==> src/rtl/uart_tx_arbiter_if.sv <==
// Bus between the requester channels, the arbiter and the UART transmitter.
// master: arbiter side. slave: requesters plus transmitter side.
interface uart_tx_arbiter_if #(
  parameter int NUM_REQ   = 4,
  parameter int DATA_BITS = 8,
  parameter int ID_BITS   = 2
);
  logic [NUM_REQ-1:0]           req_valid;
  logic [NUM_REQ*DATA_BITS-1:0] req_data;
  logic [NUM_REQ-1:0]           req_ready;
  logic                         tx_start;
  logic [DATA_BITS-1:0]         tx_data;
  logic                         tx_done;
  logic                         busy;
  logic [ID_BITS-1:0]           grant_id;

  modport master (
    input  req_valid, req_data, tx_done,
    output req_ready, tx_start, tx_data, busy, grant_id
  );

  modport slave (
    output req_valid, req_data, tx_done,
    input  req_ready, tx_start, tx_data, busy, grant_id
  );
endinterface

==> src/rtl/uart_tx_arbiter.sv <==
// Round-robin arbiter sharing one UART transmitter between NUM_REQ channels.
// Optional feature macro UART_TX_ARB_HEADER_EN: each grant is preceded by an
// internally generated header byte {4'hA, zero pad, grant_id}.
module uart_tx_arbiter #(
  parameter int NUM_REQ   = 4,
  parameter int DATA_BITS = 8,
  parameter int ID_BITS   = 2
) (
  input  logic              clk_50MHz,
  input  logic              reset,
  uart_tx_arbiter_if.master bus
);

`ifdef UART_TX_ARB_HEADER_EN
  typedef enum logic [2:0] {IDLE, DATA_START, DATA_WAIT, HDR_START, HDR_WAIT} state_t;
`else
  typedef enum logic [1:0] {IDLE, DATA_START, DATA_WAIT} state_t;
`endif

  state_t               state_q, state_d;
  logic [ID_BITS-1:0]   last_grant_q;
  logic [ID_BITS-1:0]   grant_id_q;
  logic [DATA_BITS-1:0] data_q;

  logic                 win_vld;
  logic [ID_BITS-1:0]   win_id;
  logic [ID_BITS:0]     idx;
  logic                 grant;

  // Circular search starting one past the last granted channel.
  always_comb begin
    win_vld = 1'b0;
    win_id  = last_grant_q;
    idx     = '0;
    for (int k = 1; k <= NUM_REQ; k++) begin
      idx = {1'b0, last_grant_q} + (ID_BITS+1)'(k);
      if (idx >= (ID_BITS+1)'(NUM_REQ)) idx = idx - (ID_BITS+1)'(NUM_REQ);
      if (!win_vld && bus.req_valid[idx[ID_BITS-1:0]]) begin
        win_vld = 1'b1;
        win_id  = idx[ID_BITS-1:0];
      end
    end
  end

  // A grant can only happen from IDLE; tx_done is never looked at here.
  assign grant = (state_q == IDLE) && win_vld;

  // State register.
  always_ff @(posedge clk_50MHz or negedge reset) begin
    if (!reset) state_q <= IDLE;
    else        state_q <= state_d;
  end

  // Next-state logic; tx_done only matters in the *_WAIT states.
  always_comb begin
    state_d = state_q;
    case (state_q)
`ifdef UART_TX_ARB_HEADER_EN
      IDLE:       if (win_vld) state_d = HDR_START;
      HDR_START:  state_d = HDR_WAIT;
      HDR_WAIT:   if (bus.tx_done) state_d = DATA_START;
`else
      IDLE:       if (win_vld) state_d = DATA_START;
`endif
      DATA_START: state_d = DATA_WAIT;
      DATA_WAIT:  if (bus.tx_done) state_d = IDLE;
      default:    state_d = IDLE;
    endcase
  end

  // Capture byte and winner at the grant; pointer moves only on a grant.
  always_ff @(posedge clk_50MHz or negedge reset) begin
    if (!reset) begin
      last_grant_q <= ID_BITS'(NUM_REQ-1);
      grant_id_q   <= '0;
      data_q       <= '0;
    end else if (grant) begin
      last_grant_q <= win_id;
      grant_id_q   <= win_id;
      data_q       <= bus.req_data[win_id*DATA_BITS +: DATA_BITS];
    end
  end

`ifdef UART_TX_ARB_HEADER_EN
  logic [7:0] hdr_byte;
  assign hdr_byte = {4'hA, {(4-ID_BITS){1'b0}}, grant_id_q};
`endif

  // Outputs: ready is a same-cycle pulse, start follows the *_START states.
  always_comb begin
    bus.req_ready = '0;
    if (grant) bus.req_ready[win_id] = 1'b1;
    bus.tx_start  = (state_q == DATA_START);
    bus.busy      = (state_q != IDLE);
    bus.grant_id  = grant_id_q;
    bus.tx_data   = data_q;
`ifdef UART_TX_ARB_HEADER_EN
    if (state_q == HDR_START) bus.tx_start = 1'b1;
    if (state_q == HDR_START || state_q == HDR_WAIT) bus.tx_data = DATA_BITS'(hdr_byte);
`endif
  end

endmodule

==> src/flat_wrapper.sv <==
// flat-port wrapper written by rule: the top's interface ports become plain ports
module uart_tx_arbiter_flat 
#(
  parameter int NUM_REQ   = 4,
  parameter int DATA_BITS = 8,
  parameter int ID_BITS   = 2
)
  (clk_50MHz, reset, bus_req_valid, bus_req_data, bus_tx_done, bus_req_ready, bus_tx_start, bus_tx_data, bus_busy, bus_grant_id);
  uart_tx_arbiter_if #(.NUM_REQ(NUM_REQ), .DATA_BITS(DATA_BITS), .ID_BITS(ID_BITS)) bus_i ();
  input  logic clk_50MHz;
  input  logic reset;
  input wire logic [$bits(bus_i.req_valid)-1:0] bus_req_valid;
  input wire logic [$bits(bus_i.req_data)-1:0] bus_req_data;
  input wire logic [$bits(bus_i.tx_done)-1:0] bus_tx_done;
  output wire logic [$bits(bus_i.req_ready)-1:0] bus_req_ready;
  output wire logic [$bits(bus_i.tx_start)-1:0] bus_tx_start;
  output wire logic [$bits(bus_i.tx_data)-1:0] bus_tx_data;
  output wire logic [$bits(bus_i.busy)-1:0] bus_busy;
  output wire logic [$bits(bus_i.grant_id)-1:0] bus_grant_id;
  assign bus_i.req_valid = bus_req_valid;
  assign bus_i.req_data = bus_req_data;
  assign bus_i.tx_done = bus_tx_done;
  assign bus_req_ready = bus_i.req_ready;
  assign bus_tx_start = bus_i.tx_start;
  assign bus_tx_data = bus_i.tx_data;
  assign bus_busy = bus_i.busy;
  assign bus_grant_id = bus_i.grant_id;
  uart_tx_arbiter #(.NUM_REQ(NUM_REQ), .DATA_BITS(DATA_BITS), .ID_BITS(ID_BITS)) u_core (.clk_50MHz(clk_50MHz), .reset(reset), .bus(bus_i));
endmodule
==> config.mk <==
export PLATFORM = sky130hd
export DESIGN_NAME = uart_tx_arbiter_flat
export DESIGN_NICKNAME = d
export VERILOG_FILES = /design/src/rtl/uart_tx_arbiter_if.sv /design/src/rtl/uart_tx_arbiter.sv /design/src/flat_wrapper.sv
export SDC_FILE = /design/constraint.sdc
export NUM_CORES = 1
export LEC_CHECK = 0
export ABC_AREA = 0
export ABC_CLOCK_PERIOD_IN_PS = 2200
export CAP_MARGIN = 0
export CORE_MARGIN = 2
export CORE_UTILIZATION = 38
export CTS_CLUSTER_SIZE = 14
export DETAILED_ROUTE_END_ITERATION = 16
export HOLD_SLACK_MARGIN = 0.02
export PLACE_DENSITY_LB_ADDON = 0.25
export SYNTH_ARGS = -nofsm -noshare
export SYNTH_HDL_FRONTEND = slang
export SYNTH_SLANG_ARGS = --single-unit
==> constraint.sdc <==
create_clock -name clk_50MHz -period 2.2 [get_ports clk_50MHz]
set_clock_uncertainty 0.1 [all_clocks]
set_input_delay 0.44 -clock clk_50MHz [delete_from_list [all_inputs] [get_ports clk_50MHz]]
set_output_delay 0.44 -clock clk_50MHz [all_outputs]
set_load 0.005 [all_outputs]
==> flow_metrics.env <==
export IMPL_status="complete, but fails checks"
export IMPL_violations="setup timing"
export IMPL_path_max_fanout=3
export IMPL_die_y_um=55
export IMPL_cp_start_kind="flip-flop"
export IMPL_postLayoutSetupSlackWorst_ns=-0.1785
export IMPL_start_util=0.3990
export IMPL_timing_max_slew_rel_slack=0.5572
export IMPL_cts_sinks=14
export IMPL_yosys_warnings=0
export IMPL_criticalPathCategory="reg -> out"
export IMPL_synthCells=110
export IMPL_ioPinCount=55
export IMPL_coreArea_um2=2477
export IMPL_grt_pass1_wl_um=5678
export IMPL_antenna_found_initial=0
export IMPL_final_core_util=0.7535
export IMPL_layout_drive_gt1_share=0.3214
export IMPL_gr_usage_met1=0.3255
export IMPL_fill_cells=179
export IMPL_cp_end_kind="output pin"
export IMPL_synthTopCellsByArea="dfrtp_1 (30%), mux2i_1 (8.1%), a211o_1 (7.1%), o211ai_1 (6.1%), o31ai_1 (6.1%)"
export IMPL_muxShareOfSynthArea=0.08101
export IMPL_yosysUniqueCellTypes=32
export IMPL_drt_pass1_iter_count=5
export IMPL_vias=1272
export IMPL_placed_cell_area_um2=1704
export IMPL_hold_buffers=0
export IMPL_stdcell_area_um2=1867
export IMPL_drt_iter0_markers=56
export IMPL_wl_per_cell_um=16.33
export IMPL_core_rowCount=18
export IMPL_ff2ff_setup_slack_ns=0.07
export IMPL_grt_pass1_vias=1266
export IMPL_place_hpwl_um=2560
export IMPL_clkLatencyLatePin_ns=0.29
export IMPL_die_area_um2=3025
export IMPL_rsz0062_at_grt="yes"
export IMPL_cp_required_ns=1.66
export IMPL_leakage_nw=0.8466
export IMPL_min_period_ns=2.379
export IMPL_ant_nets=0
export IMPL_clk_pin_slew_ns=0.10
export IMPL_worstPathArrival_ns=1.84
export IMPL_fin_nets=236
export IMPL_drv_slew=0
export IMPL_drt_wl_total_um=3690
export IMPL_grt_busiest_layer="met2"
export IMPL_use_met3=0.05914
export IMPL_cts_buffers=3
export IMPL_p_total_w=0.002349
export IMPL_fmax_mhz=420.4
export IMPL_synth_top_family_by_area="simple AND/OR/NAND/NOR gates"
export IMPL_ys_ff_latch=14
export IMPL_area_delta_synth_final_pct=88.86
export IMPL_ys_seq_area_frac=0.3570
export IMPL_synth_most_common_cell="nand2_1"
export IMPL_netlist_area_um2=988.4
export IMPL_synth_simple_area_share=0.2494
export IMPL_final_period_utilization=1.081
export IMPL_hp_class="reg -> reg"
export IMPL_synth_xor_area_frac=0
export IMPL_grtUsageMet2=0.4683
export IMPL_synth_edff_count=0
export IMPL_syn_mean_instance_area_um2=8.986
export IMPL_synthArstFlopShare=1.000
export IMPL_cts_max_level=1
export IMPL_synth_top_cell_by_area="dfrtp_1"
export IMPL_synth_top_cell_area_share=0.3038
export IMPL_irDropWorstVdd_v=0.0007849
export IMPL_setup_viol=4
export IMPL_ys_flop_type="dfrtp_1"
export IMPL_tightest_slew_ns=0.6621
export IMPL_post_place_ws_ns=-0.7182
export IMPL_antenna_cells=0
export IMPL_syn_nets=149
export IMPL_synth_compound_area_frac=0.2430
export IMPL_synth_commonest_cells="nand2_1 (15), dfrtp_1 (12)"
export IMPL_power_density_nw_per_um2=1258
export IMPL_grt_max_degree=15
export IMPL_final_hold_viol_count=0
export IMPL_synthAdderAreaFrac=0
export IMPL_maxCapViolCount=0
export IMPL_place_port_buffers=54
export IMPL_clockBufferDepth=2
export IMPL_cts_root_buffer="clkbuf_4"
export IMPL_die_w_um=55
export IMPL_overflow=0
export IMPL_grtUsageTotal=0.2667
export IMPL_route_detailed_vias_per_inst=5.628
export IMPL_cts_tree="yes"
export IMPL_globalplace_congestion=0.8697
export IMPL_drc=0
==> cell type report <==
cell class,instances,area [um2],share of cell area
Tap cell,30,37.54,0.02011
Multi-Input combinational cell,84,618.1,0.3311
Clock buffer,4,36.28,0.01944
Timing Repair Buffer,91,810.8,0.4343
Inverter,3,11.26,0.006032
Sequential cell,14,352.8,0.1890
==> power breakdown <==
group / switching [W] / internal [W] / total [W]
Sequential: 0.0000718 / 0.000403 / 0.000475
Combinational: 0.000736 / 0.000942 / 0.00168
Clock: 0.0000957 / 0.000101 / 0.000196
Total: 0.000903 / 0.00145 / 0.00235
==> critical path: stages, from the launching register on <==
cell	delay, ns
dfstp_2	0.58
nand2b_4	0.15
o21ai_2	0.06
a221oi_2	0.30
nand2_1	0.15
buf_6	0.15
nor2_4	0.08
buf_6	0.10
==> cell usage in the layout (no fill, tap or decap), types with 2 or more instances in the layout <==
| master | count |
|---|---|
| clkdlybuf4s50_1 | 46 |
| buf_4 | 34 |
| nand2_1 | 15 |
| dfrtp_1 | 12 |
| mux2i_1 | 8 |
| nand4_1 | 8 |
| o31ai_1 | 8 |
| a211o_1 | 8 |
| o211ai_1 | 8 |
| dlygate4sd2_1 | 4 |
| buf_6 | 4 |
| nand2b_4 | 3 |
| nor2_1 | 3 |
| clkbuf_4 | 3 |
| buf_2 | 3 |
| or2_2 | 2 |
| inv_1 | 2 |
| o21ai_1 | 2 |
| nor3_4 | 2 |
| a21oi_1 | 2 |
| dfstp_2 | 2 |
==> sequential cells by signal, summed over array words and instances, names as in the netlist <==
register,count
u_core.bus.tx_data,8
u_core.last_grant_q,2
u_core.bus.grant_id,2
u_core.state_q,2
==> worst paths after layout <==
path                                                         start                                  to  cells after the start
worst max register to register  u_core.last_grant_q[1]$_DFFE_PN1P_   u_core.bus.tx_data[0]$_DFFE_PN0P_                      9
min in group asynchronous                                    reset   u_core.bus.tx_data[5]$_DFFE_PN0P_                      1
max in group asynchronous                                    reset  u_core.bus.grant_id[0]$_DFFE_PN0P_                      1
worst min-delay path            u_core.bus.grant_id[1]$_DFFE_PN0P_  u_core.bus.grant_id[1]$_DFFE_PN0P_                      2
worst min register to register  u_core.bus.grant_id[1]$_DFFE_PN0P_  u_core.bus.grant_id[1]$_DFFE_PN0P_                      2
worst max-delay path            u_core.last_grant_q[0]$_DFFE_PN1P_                    bus_req_ready[3]                      7
==> stage by stage <==
step	cells	hold WS, ns	TNS, ns
floorplan	110	0.04441	0
global placement	211	0.3672	-2.826
detailed placement	211	0.3702	-3.397
CTS	225	0.4029	-0.2999
global route	226	0.4339	-0.8519
finish	226	0.3965	-0.4929
==> metal layers <==
metal  vias up  wire length (um)
li1        588                 -
met1       609              1454
met2        63              1910
met3        12               268
met4         0                57
met5         -                 0
==> cell families after synthesis <==
logic type / Yosys count
AOI/OAI and AO/OA: 32
buffers and inverters: 12
DFF: 14
and+or+nand+nor: 44
muxes: 8
==> what timing repair did <==
item                                    CTS  global route
endpoints found under the setup margin    4             7
hold endpoints to repair                  0             0
setup buffers                            11             3
pin swaps                                 9             6
gates resized for setup                  36             2
Power figures use the tool's default switching activity.
